`src/rtl/alu_pkg.sv`:
```
// alu_pkg -- ALU operations, operand/result structs and divider constants. (rev 1.1)
`default_nettype none

package alu_pkg;

  localparam int DIV_CYCLES = 16;

  typedef enum logic [3:0] {
    ALU_ADD = 4'd0,
    ALU_SUB = 4'd1,
    ALU_AND = 4'd2,
    ALU_OR  = 4'd3,
    ALU_SLL = 4'd4,
    ALU_SRL = 4'd5,
    ALU_SRA = 4'd6,
    ALU_ROL = 4'd7,
    ALU_ROR = 4'd8,
    ALU_MUL = 4'd9,
    ALU_DIV = 4'd10
  } control_e;

  typedef struct packed {
    logic [15:0] a;
    logic [15:0] b;
  } in_t;

  typedef struct packed {
    logic [15:0] hi;
    logic [15:0] lo;
  } alu_result_t;

  typedef enum logic {
    IDLE = 1'b0,
    RUN  = 1'b1
  } div_state_e;

endpackage

`default_nettype wire

```
`src/rtl/types_pkg.sv`:
```
// types_pkg -- pipeline-wide shared types. (rev 1.0)
`default_nettype none

package types_pkg;

  typedef struct packed {
    logic rd;
    logic wr;
  } memc_t;

endpackage

`default_nettype wire

```
`src/rtl/alu_divider.sv`:
```
// alu_divider -- signed restoring divider, one quotient bit per cycle. (rev 1.0)
`default_nettype none

module alu_divider #(
  parameter int DIV_CYCLES = alu_pkg::DIV_CYCLES
) (
  input  logic        clk,
  input  logic        rst,
  input  logic        halt_sys,
  input  logic        start,
  input  logic [15:0] a,
  input  logic [15:0] b,
  output logic        busy,
  output logic        done,
  output logic        accept,
  output logic [15:0] quot,
  output logic [15:0] rem
);
  import alu_pkg::*;

  localparam int CW = $clog2(DIV_CYCLES);
  localparam logic [CW-1:0] LAST = CW'(DIV_CYCLES - 1);

  div_state_e    state, state_next;
  logic [CW-1:0] count;
  logic [15:0]   q_reg, r_reg, d_reg;
  logic          neg_q, neg_r;
  logic [15:0]   abs_a, abs_b, q_step, r_step;
  logic [16:0]   r_shift, r_diff;

  always_comb begin
    abs_a   = a[15] ? -a : a;
    abs_b   = b[15] ? -b : b;
    accept  = (state == IDLE) && start;
    done    = (state == RUN) && (count == LAST);
    busy    = accept || ((state == RUN) && (count != LAST));
    // The last iteration is evaluated combinationally so the result is ready in the final cycle.
    r_shift = {r_reg, q_reg[15]};
    r_diff  = r_shift - {1'b0, d_reg};
    if (!r_diff[16]) begin
      r_step = r_diff[15:0];
      q_step = {q_reg[14:0], 1'b1};
    end else begin
      r_step = r_shift[15:0];
      q_step = {q_reg[14:0], 1'b0};
    end
    quot = neg_q ? -q_step : q_step;
    rem  = neg_r ? -r_step : r_step;
  end

  always_comb begin
    state_next = state;
    case (state)
      IDLE:    if (start) state_next = RUN;
      RUN:     if (count == LAST) state_next = IDLE;
      default: state_next = IDLE;
    endcase
  end

  always_ff @(posedge clk) begin
    if (rst) begin
      state <= IDLE;
      count <= '0;
      q_reg <= '0;
      r_reg <= '0;
      d_reg <= '0;
      neg_q <= 1'b0;
      neg_r <= 1'b0;
    end else if (!halt_sys) begin
      state <= state_next;
      if (accept) begin
        count <= '0;
        q_reg <= abs_a;
        r_reg <= '0;
        d_reg <= abs_b;
        neg_q <= a[15] ^ b[15];
        neg_r <= a[15];
      end else if (done) begin
        count <= '0;
      end else if (state == RUN) begin
        count <= count + CW'(1);
        q_reg <= q_step;
        r_reg <= r_step;
      end
    end
  end

endmodule

`default_nettype wire

```
`src/rtl/stage_two.sv`:
```
// stage_two -- execute stage: operand forwarding, ALU, iterative DIV, stage-2/3 register. (rev 1.1)
`default_nettype none

module stage_two #(
  parameter int DIV_CYCLES = alu_pkg::DIV_CYCLES
) (
  input  logic                 clk,
  input  logic                 rst,
  input  logic                 halt_sys,
  input  types_pkg::memc_t     in_memc,
  input  logic                 in_reg_wr,
  input  alu_pkg::in_t         in_alu,
  input  logic                 in_haz1,
  input  logic                 in_haz2,
  input  logic                 in_R0_en,
  input  alu_pkg::control_e    in_alu_ctrl,
  input  logic [15:0]          in_instr,
  input  logic [15:0]          in_R1_data,
  input  logic [15:0]          s3_fwd_data,
  output logic [31:0]          aluout,
  output logic                 ex_busy,
  output logic [31:0]          out_alu,
  output types_pkg::memc_t     out_memc,
  output logic                 out_reg_wr,
  output logic                 out_R0_en,
  output logic [15:0]          out_instr,
  output logic [15:0]          out_R1_data,
  output logic                 out_div0,
  output logic                 out_overflow
);
  import alu_pkg::*;

  logic [15:0]        op_a, op_b, quot, rem;
  logic [3:0]         sh;
  logic signed [31:0] ext_a, ext_b, prod;
  alu_result_t        res;
  logic               ovf, div0, div_start, div_busy, div_done, div_accept;

  types_pkg::memc_t   lat_memc;
  logic               lat_reg_wr, lat_R0_en, lat_ovf;
  logic [15:0]        lat_instr, lat_R1_data;

  always_comb begin
    op_a      = in_haz1 ? s3_fwd_data : in_alu.a;
    op_b      = in_haz2 ? s3_fwd_data : in_alu.b;
    sh        = op_b[3:0];
    ext_a     = {{16{op_a[15]}}, op_a};
    ext_b     = {{16{op_b[15]}}, op_b};
    prod      = ext_a * ext_b;
    div_start = (in_alu_ctrl == ALU_DIV) && (op_b != 16'h0000);
    res       = '0;
    ovf       = 1'b0;
    div0      = 1'b0;
    // A finishing divide owns the result path regardless of what op is presented.
    if (div_done) begin
      res.hi = rem;
      res.lo = quot;
      ovf    = lat_ovf;
    end else begin
      case (in_alu_ctrl)
        ALU_ADD: begin
          res.lo = op_a + op_b;
          ovf    = (op_a[15] == op_b[15]) && (res.lo[15] != op_a[15]);
        end
        ALU_SUB: begin
          res.lo = op_a - op_b;
          ovf    = (op_a[15] != op_b[15]) && (res.lo[15] != op_a[15]);
        end
        ALU_AND: res.lo = op_a & op_b;
        ALU_OR:  res.lo = op_a | op_b;
        ALU_SLL: res.lo = op_a << sh;
        ALU_SRL: res.lo = op_a >> sh;
        ALU_SRA: res.lo = $signed(op_a) >>> sh;
        ALU_ROL: res.lo = (op_a << sh) | (op_a >> (5'd16 - {1'b0, sh}));
        ALU_ROR: res.lo = (op_a >> sh) | (op_a << (5'd16 - {1'b0, sh}));
        ALU_MUL: res = alu_result_t'(prod);
        ALU_DIV: div0 = (op_b == 16'h0000);
        default: res = '0;
      endcase
    end
    aluout  = res;
    ex_busy = div_busy;
  end

  alu_divider #(
    .DIV_CYCLES (DIV_CYCLES)
  ) u_div (
    .clk      (clk),
    .rst      (rst),
    .halt_sys (halt_sys),
    .start    (div_start),
    .a        (op_a),
    .b        (op_b),
    .busy     (div_busy),
    .done     (div_done),
    .accept   (div_accept),
    .quot     (quot),
    .rem      (rem)
  );

  always_ff @(posedge clk) begin
    if (rst) begin
      out_alu      <= '0;
      out_memc     <= '0;
      out_reg_wr   <= 1'b0;
      out_R0_en    <= 1'b0;
      out_instr    <= '0;
      out_R1_data  <= '0;
      out_div0     <= 1'b0;
      out_overflow <= 1'b0;
      lat_memc     <= '0;
      lat_reg_wr   <= 1'b0;
      lat_R0_en    <= 1'b0;
      lat_instr    <= '0;
      lat_R1_data  <= '0;
      lat_ovf      <= 1'b0;
    end else if (!halt_sys) begin
      if (div_accept) begin
        lat_memc    <= in_memc;
        lat_reg_wr  <= in_reg_wr;
        lat_R0_en   <= in_R0_en;
        lat_instr   <= in_instr;
        lat_R1_data <= in_R1_data;
        lat_ovf     <= (op_a == 16'h8000) && (op_b == 16'hFFFF);
      end
      if (ex_busy) begin
        out_alu      <= '0;
        out_memc     <= '0;
        out_reg_wr   <= 1'b0;
        out_R0_en    <= 1'b0;
        out_instr    <= '0;
        out_R1_data  <= '0;
        out_div0     <= 1'b0;
        out_overflow <= 1'b0;
      end else if (div_done) begin
        out_alu      <= res;
        out_memc     <= lat_memc;
        out_reg_wr   <= lat_reg_wr;
        out_R0_en    <= lat_R0_en;
        out_instr    <= lat_instr;
        out_R1_data  <= lat_R1_data;
        out_div0     <= 1'b0;
        out_overflow <= ovf;
      end else begin
        out_alu      <= res;
        out_memc     <= in_memc;
        out_reg_wr   <= in_reg_wr & ~div0;
        out_R0_en    <= in_R0_en & ~div0;
        out_instr    <= in_instr;
        out_R1_data  <= in_R1_data;
        out_div0     <= div0;
        out_overflow <= ovf;
      end
    end
  end

endmodule

`default_nettype wire

```
`config.mk`:
```
export PLATFORM = sky130hd
export DESIGN_NAME = stage_two
export DESIGN_NICKNAME = d
export VERILOG_FILES = /design/src/rtl/alu_pkg.sv /design/src/rtl/types_pkg.sv /design/src/rtl/alu_divider.sv /design/src/rtl/stage_two.sv
export SDC_FILE = /design/constraint.sdc
export NUM_CORES = 2
export LEC_CHECK = 0
export CORE_UTILIZATION = 50
export DETAILED_ROUTE_END_ITERATION = 7
export MAX_ROUTING_LAYER = met4
export PLACE_DENSITY = 0.74
export SETUP_SLACK_MARGIN = 0.15
export SLEW_MARGIN = 20
export SYNTH_ARGS = -nofsm -noshare
export SYNTH_HDL_FRONTEND = slang
export SYNTH_SLANG_ARGS = --single-unit
```
`constraint.sdc`:
```
create_clock -name clk -period 15.36 [get_ports clk]
set_input_delay 1.536 -clock clk [delete_from_list [all_inputs] [get_ports clk]]
set_output_delay 1.536 -clock clk [all_outputs]
set_load 0.1 [all_outputs]
```
==> impl_results.md <==
* Boundary pin count at 196
* Wirelength, routed at 103000 um
* Number of buffer cells added on primary ports at 195
* Final max-slew violation count at 0
* Fin crit share at 82.4%
* Required @ worst endpoint at 13820 ps
* Number of enable-type register cells in the synthesized netlist at 0
* Net count after synthesis at 3654
* Global-route usage over all layers at 42.6%
* Weighted congestion at the end of routability-driven global placement at 1.07
* TritonCTS Buffers at 17
* Number of warnings issued by yosys at 0
* Number of search-and-repair iterations in the first detailed-routing pass at 6
* Cell variety after synth at 103
* H-tree depth at 4
* Top cell type's share of synthesized area at 21.6%
* Path type of the worst min-delay path: register to register
* WHS at 454 ps
* WL per Instance at 26.8 um
* Area growth from synthesis to final layout at 12.1%
* Arrival time of the worst setup path at 11120 ps
* Via density per instance at 6.43
* Setup-failing EPs final at 0
* Number of placement rows at 80
* Total core area at 0.0480 mm2
* Top cells by area in the synthesized netlist: sky130_fd_sc_hd__fa_1 22%, sky130_fd_sc_hd__dfxtp_1 13%, sky130_fd_sc_hd__ha_1 7.8%
* Type of element capturing the critical path: output pin
* Post-CTS setup buffer count at 0
* Mapped Area at 0.0245 mm2
* Slew headroom at 19.4%
* Via count of the routed design at 24800
* Logic depth of the worst register-to-register path at 22
* Wire length of the first global-routing pass at 154000 um
* Max Cap Viol at 0
* Starting DRT DRC Count at 3090
* Remaining Overflow, GRT at 0
* Hold buffer count at cts at 0
* Floorplan die width at 224 um
* Library cell occupying the most area in the post-synthesis netlist: sky130_fd_sc_hd__fa_1
* Total count of hold-check failures in the final report at 0
* TritonCTS clock tree: built
* Sequential cell area fraction in the yosys report at 13.2%
* Synth cell count leaders: 471 x sky130_fd_sc_hd__nand2_1, 362 x sky130_fd_sc_hd__inv_1, 345 x sky130_fd_sc_hd__nor2_1, 265 x sky130_fd_sc_hd__fa_1, 167 x sky130_fd_sc_hd__a21oi_1
* Crit-path max FO at 24
* Final HPWL from detailed placement at 77400 um
* Post-Synthesis Mean Instance Area at 7.81 um2
* Setup repair after global routing missed its margin: false
* Final critical-path required period at 12650 ps
* Worst setup path class: input pin to output pin
* Outcome: completed
* Insertion delay of the later-clocked pin in the worst-skew pair at 450 ps
* Worst Skew at 14.3 ps
* Setup Total Neg Slack at 0 ps
* Top flip-flop cell by instance count after synthesis: sky130_fd_sc_hd__dfxtp_1
* Number of antenna-violating nets in the routed design at 0
* Clock transition time at the flip-flop clock pins of the worst setup and hold paths at 70 ps
* Cell count after synthesis at 3143
* Number of flip-flops under the largest register name at 32
* Number of flip-flops and latches in the synthesized netlist at 162
* Resized Gates After CTS at 0
* Worst hold path cell count at 2
* Die extent in y at 224 um
* Fill cell count at 4490
* Overall die area at 0.0500 mm2
* Final-stage net count at 3730
* Share of layout cells above drive strength 1 at 6.22%
* Pin count of the biggest net entering global routing at 93
* Upper clock frequency limit at 79.0 MHz
* Drt drc at 0
* Via count of the first global-routing pass at 24400
* Actual slew at the worst max-slew pin at 1210 ps
* CTS sink count at 162
* Maximum buffer depth of the clock tree at 2
* Antenna violations before repair at 2
* Cell with the most instances after synthesis: sky130_fd_sc_hd__nand2_1
* Clock root buffer master: sky130_fd_sc_hd__clkbuf_16
* Type of element launching the critical path: input pin
* Synth async-reset ratio at 0%
* Register ranked first by flip-flop count: out_alu
* Initial core utilization at 51.1%
metrics by stage:
step	setup WS, ps	util (%)	instance area (um2)	std cells
after detailed placement	2840	55.9	26900	3814
after global routing	2390	57.2	27500	3849
after CTS	2830	57.2	27500	3846
final	2710	57.2	27500	3850
after global placement	3020	55.9	26900	3814
after floorplan	4670	-	24500	3143
final timing paths:
check | start | to | slack [ps]
worst max-delay path | in_haz2 | aluout[31] | 2710
worst min-delay path | u_div.d_reg[4]$_SDFFE_PP0P_ | u_div.d_reg[4]$_SDFFE_PP0P_ | 450
worst max register to register | u_div.q_reg[15]$_SDFFE_PP0P_ | out_alu[10]$_SDFFE_PP0N_ | 8780
worst min register to register | u_div.d_reg[4]$_SDFFE_PP0P_ | u_div.d_reg[4]$_SDFFE_PP0P_ | 450
placed cells by master, fill, tap and decap left out, drive strengths merged, types with 25 or more instances in the layout:
cell type,n
ha,153
a31oi,26
nand3,46
buf,65
clkdlybuf4s50,191
a22oi,60
inv,386
a211oi,56
xor2,25
dfxtp,162
o21ai,99
nor2,347
xnor2,81
fa,265
a21oi,167
nand2,475
o22ai,25
nor3,70
mux2i,118
layer usage:
layer | up-vias | global-route usage [%] | part of all wire (%)
met2 | 1515 | 61.7 | 43
met5 | - | - | 0
li1 | 10700 | - | -
met3 | 275 | 7.91 | 10
met1 | 12200 | 58.0 | 42
met4 | 0 | 18.7 | 4.9
cell type report:
cell class                 instances  area [um2]  area share [%]
clock inverter                    15         171           0.623
sequential                       162        3240            11.8
clock buffer                      17         425            1.55
inverter                         383        1440            5.24
antenna                            3        7.51          0.0273
tap                              615         769            2.80
multi-input combinational       2399       19000            69.2
timing repair buffer             256        2410            8.78
logic make-up (layout without fill, tap and decap cells):
logic type	count (synthesis)	count (layout)	share of synthesized area, %
mux	139	139	6.65
buf+inv	582	671	9.44
compound gates	675	675	18.8
fa+ha+maj	418	418	29.4
flops	162	162	13.2
simple gates	1061	1061	18.5
other cells	0	3	0
xor+xnor	106	106	3.89
worst max-delay path, stage by stage:
cell and delay (ps):
sky130_fd_sc_hd__buf_2 600, sky130_fd_sc_hd__mux2i_1 240, sky130_fd_sc_hd__buf_4 260, sky130_fd_sc_hd__inv_1 680, sky130_fd_sc_hd__ha_1 400, sky130_fd_sc_hd__inv_1 120
sky130_fd_sc_hd__fa_1 540, sky130_fd_sc_hd__inv_1 70, sky130_fd_sc_hd__fa_1 510, sky130_fd_sc_hd__inv_1 70, sky130_fd_sc_hd__fa_1 550, sky130_fd_sc_hd__inv_1 50
sky130_fd_sc_hd__fa_1 460, sky130_fd_sc_hd__fa_1 490, sky130_fd_sc_hd__inv_1 50, sky130_fd_sc_hd__fa_1 470, sky130_fd_sc_hd__inv_1 40, sky130_fd_sc_hd__ha_1 360
sky130_fd_sc_hd__nor2_1 90, sky130_fd_sc_hd__o31ai_1 730, sky130_fd_sc_hd__o2111ai_1 310, sky130_fd_sc_hd__a211oi_1 330, sky130_fd_sc_hd__o21ai_0 210, sky130_fd_sc_hd__o21ai_0 250
sky130_fd_sc_hd__xnor2_1 170, sky130_fd_sc_hd__nand2_1 140, sky130_fd_sc_hd__o31ai_1 140, sky130_fd_sc_hd__clkdlybuf4s50_1 1220
Power is left out: the tool's default activity adds up to more than one toggle a clock period on the data nets, which glitch-free logic cannot reach.
